<file path="src/rtl/ymux_rr.sv">
// ymux_rr: N-channel W-bit valid/ready mux (fixed or round-robin select) into one output register; ports in_data/in_valid/in_ready, sel, mode, out_data/out_chan/out_valid/out_ready
module ymux_rr #(
  parameter int W = 2,
  parameter int N = 4,
  parameter int SELW = 2
) (
  input  logic              clk,
  input  logic              reset,
  input  logic [N*W-1:0]    in_data,
  input  logic [N-1:0]      in_valid,
  output logic [N-1:0]      in_ready,
  input  logic [SELW-1:0]   sel,
  input  logic              mode,
  output logic [W-1:0]      out_data,
  output logic [SELW-1:0]   out_chan,
  output logic              out_valid,
  input  logic              out_ready
);
  logic [SELW-1:0] ptr, gnt, ptr_nxt;
  logic            gv, load, xfer;
  always_comb begin
    int k;
    k = 0;
    gnt = sel;
    gv = 32'(sel) < N;
    if (mode) begin
      gnt = '0;
      gv = 1'b0;
      for (int i = N - 1; i >= 0; i--) begin
        k = int'(ptr) + i;
        k = k >= N ? k - N : k;
        if (in_valid[k]) begin
          gnt = SELW'(k);
          gv = 1'b1;
        end
      end
    end
  end
  assign load     = !out_valid || out_ready;
  assign in_ready = (gv && load && !reset) ? ({{(N-1){1'b0}}, 1'b1} << gnt) : '0;
  assign xfer     = |(in_valid & in_ready);
  assign ptr_nxt  = (32'(gnt) == N - 1) ? '0 : gnt + 1'b1;
  always_ff @(posedge clk) begin
    if (reset) begin
      out_data  <= '0;
      out_chan  <= '0;
      out_valid <= 1'b0;
      ptr       <= '0;
    end else if (xfer) begin
      out_data  <= in_data[gnt*W +: W];
      out_chan  <= gnt;
      out_valid <= 1'b1;
      if (mode) ptr <= ptr_nxt;
    end else if (out_ready) begin
      out_valid <= 1'b0;
    end
  end
endmodule

</file>
<file path="config.mk">
export PLATFORM = sky130hd
export DESIGN_NAME = ymux_rr
export DESIGN_NICKNAME = d
export VERILOG_FILES = /design/src/rtl/ymux_rr.sv
export SDC_FILE = /design/constraint.sdc
export NUM_CORES = 1
export LEC_CHECK = 0
export ABC_AREA = 1
export BUFFER_PORTS_ARGS = -buffer_cell sky130_fd_sc_hd__buf_2
export CORE_UTILIZATION = 40
export CTS_CLUSTER_SIZE = 14
export DETAILED_ROUTE_END_ITERATION = 16
export PLACE_DENSITY = 0.66
export SLEW_MARGIN = 25
export SYNTH_ARGS = -nofsm -noshare
export SYNTH_HDL_FRONTEND = slang
export SYNTH_SLANG_ARGS = --single-unit
</file>
<file path="constraint.sdc">
create_clock -name clk -period 3.3 [get_ports clk]
set_input_delay 0.33 -clock clk [delete_from_list [all_inputs] [get_ports clk]]
set_output_delay 0.33 -clock clk [all_outputs]
set_load 0.005 [all_outputs]
</file>
==> reports/results.tsv <==
stage	metric	value	unit
synth	number of synthesized flops with an enable pin	0	
routing	vias	818	
die	Cell Rows	15	
worst_setup_path	Levels on crit path	14	
die	core region area	0.001745	mm²
worst_setup_path	Setup crit end	in_ready[3]	
worst_setup_path	WP data required	2970	ps
clock_tree	Max Buffers Root-to-Sink	2	
synth	most frequent cells after synthesis	nand2_1 (36), inv_1 (19), nor2_1 (16)	
sta	min cycle time layout	2460	ps
synth	Seq/Total Area, Yosys	18.48	%
synth	syn_area_per_cell	5.878	µm²
clock_tree	Root Driver	clkbuf_4	
synth	YS warnings	0	
synth	Synth Cell Area	758.2	µm²
global_route	initial antenna violation count	0	
die	Vert. Die Dim	45.54	µm
clock_tree	htree depth	1	
die	Die Span X	45.54	µm
synth	Top FF cell, synth	dfxtp_1	
global_route	gr ovfl total	0	
worst_setup_path	WP data arrival	2130	ps
synth	Yosys top cell area share	18.48	%
worst_setup_path	r2r startpoint	ptr[0]	
clock_tree	clock sinks	7	
die	die area	0.002074	mm²
min_path	Worst Hold Class	in2reg	
sta	TNS Setup	0	ps
clock_tree	Clock transition at path regs	50	ps
worst_setup_path	CP endpoint kind	output pin	
placement	DPL Wire Length	1362	µm
synth	cell count after synthesis	129	
sta	worst slew pin tran	390.2	ps
worst_setup_path	crit-path most repeated cell	nand2_1	
worst_setup_path	R2R setup slack	930	ps
layout	fraction of layout instances using a drive strength above 1	34.39	%
sta	Final Cycle Share	74.53	%
sta	Finish-stage setup viols	0	
placement	IO buf count	26	
placement	GPL Wtd Cong	0.8839	
pwr	Leak	0.5320	nW
layout	Area Overhead vs Synth	22.28	%
worst_setup_path	slowest stage delay, CP	550	ps
sta	Slew Limit Fails	0	
worst_setup_path	CP Max Fanout	9	
sta	post-route clock skew	5.420	ps
run	Max-Cap Viols	0	
synth	Synth Register Bits	7	
die	Initial Util	43.44	%
placement	Post-Place Setup Slack	953.7	ps
worst_setup_path	worst flop-to-flop path endpoint	ptr[0]	
sta	Final Hold Vio Count	0	
global_route	largest net degree at the start of global routing	11	
routing	DRT Pass-1 Iters	4	
worst_setup_path	Critical path buffers and inverters	4	
sta	Fmax achieved	406.6	MHz
worst_setup_path	delay-heaviest family, CP	simple AND/OR/NAND/NOR gates	
layout	ANT cells	0	
worst_setup_path	R2R depth	20	
worst_setup_path	Startpoint Class	flip-flop	
routing	routed length per instance	8.989	µm
run_status	status	completed	
clock_tree	Num CTS Buffers	3	
routing	DRT iter0 DRCs	7	
routing	# DRC	0	
worst_setup_path	Worst Setup SP	ptr[0]	
synth	Distinct cells, synth	24	
layout	Nets	177	
pwr	pwr dens	388.9	mW/mm²
global_route	vias in the first global route	662	
die	IO Pins	27	
clock_tree	hold buffers post-CTS	0	
sta	max_slew headroom	73.95	%
synth	syn nets	148	
synth	Synth area leaders	dfxtp_1 (18%), nand2_1 (18%), inv_1 (9.4%)	
global_route	first-pass GRT wire length	2663	µm
sta	final worst slack	840.4	ps
worst_setup_path	Crit Path Class	reg2out	
global_route	total track usage	17.51	%
clock_tree	PostCTS Resize Cnt	0	
clock_tree	# Post-CTS Setup Buffers	0	
synth	most instantiated library cell after synthesis	nand2_1	
worst_setup_path	Slowest-stage cell, CP	dfxtp_1	
pwr	Max VDD drop	0.2158	mV
clock_tree	Clk Latency, worst-skew pair	250	ps
synth	Synth async-reset ratio	0	%
synth	largest area contributor in the netlist	dfxtp_1	
clock_tree	CTS tree	built	
routing	vias per cell	4.495	
routing	Routed Antenna Nets	0	
routing	final wirelength	1636	µm
sta	RSZ-0062 raised after global routing	no	
worst_setup_path	CP Cell Sequence	nand2_1 > nand2_2 > nand2_1 > nand2_1 > inv_1 > nand2_1 > nand2_1 > nand2_1 > nand2_1 > inv_1 > ha_1 > inv_1 > nor2_1 > buf_2	
==> per-layer routing <==
| layer | vias to the layer above | track usage [%] | wire, µm |
|---|---|---|---|
| met4 | 0 | 3.030 | 0 |
| met5 | - | 0 | 0 |
| met3 | 0 | 5.952 | 76 |
| li1 | 454 | - | - |
| met2 | 21 | 27.71 | 730 |
| met1 | 343 | 23.10 | 829 |
==> worst min path at each step <==
| stage | end | start | depth (start not counted) | slack (ps) |
|---|---|---|---|---|
| floorplan | out_chan[0] | reset | 1 | 400 |
| global placement | out_data[1] | out_data[1] | 2 | 450 |
| detailed placement | out_chan[0] | out_chan[0] | 2 | 450 |
| CTS | out_chan[0] | reset | 2 | 270 |
| global route | out_data[1] | reset | 2 | 270 |
| finish | out_chan[0] | reset | 2 | 270 |
==> final cells by class <==
type | instances | area [µm²]
well taps | 25 | 31.28
fillers | 201 | 818.3
clock buffers | 4 | 26.28
repair buffers | 26 | 130.1
flip-flops and latches | 7 | 140.1
multi-input cells | 99 | 518.0
inverters | 21 | 81.33
==> placed cells by master, fill, tap and decap left out, types with 2 or more instances in the layout <==
cell / n
nand3_2: 3
nand2_1: 36
a21oi_2: 2
nand2_4: 2
nand2_2: 8
nor2_2: 4
o21ai_1: 2
a21oi_1: 6
nand3_1: 9
clkbuf_4: 3
inv_1: 19
buf_2: 26
nor2_1: 16
dfxtp_1: 7
o21ai_0: 4
==> registers in the layout (all words and copies together), names as in the netlist <==
name,flops
out_chan,2
out_data,2
ptr,2
out_valid,1
==> metrics by stage <==
step                      instances  area, µm²  utilization (%)  total power [W]  hold slack (ps)
after floorplan                 129      758.2                -        0.0002407            399.1
after global placement          178      900.9            51.61        0.0002822            448.4
after detailed placement        178      900.9            51.61        0.0002849            453.3
after CTS                       182      927.1            53.12        0.0003639            267.5
after global routing            182      927.1            53.12        0.0003957            269.9
final                           182      927.1            53.12        0.0003606            269.5
==> worst reg2reg max path, cell delays in order, from the launching register on <==
cell	delay, ps
dfxtp_1	550
nand2_1	120
nand2_2	110
nand2_1	80
nand2_1	70
inv_1	40
nand2_1	40
nand2_1	60
nand2_1	110
nand2_1	80
inv_1	130
ha_1	170
inv_1	40
nor2_1	140
nand2_1	100
inv_1	100
a21oi_4	40
nand2_4	100
nand3_1	70
nand2_1	80
nor2_2	30
==> logic make-up after synthesis <==
logic type                 Yosys count  synth area share [%]
DFF                                  7                 18.48
buffers and inverters               23                 13.20
xor gates and xnor gates             1                 1.155
adders and majority gates            1                 1.650
and+or+nand+nor                     80                 50.83
AOI/OAI and AO/OA                   17                 14.69
==> report_power, final <==
| group | total (W) | internal, W | switching, W |
|---|---|---|---|
| Clock | 0.0000786 | 0.0000462 | 0.0000324 |
| Combinational | 0.000176 | 0.0000683 | 0.000108 |
| Sequential | 0.000106 | 0.0000958 | 0.0000102 |
Note: power is estimated with default switching activity, not from simulation.
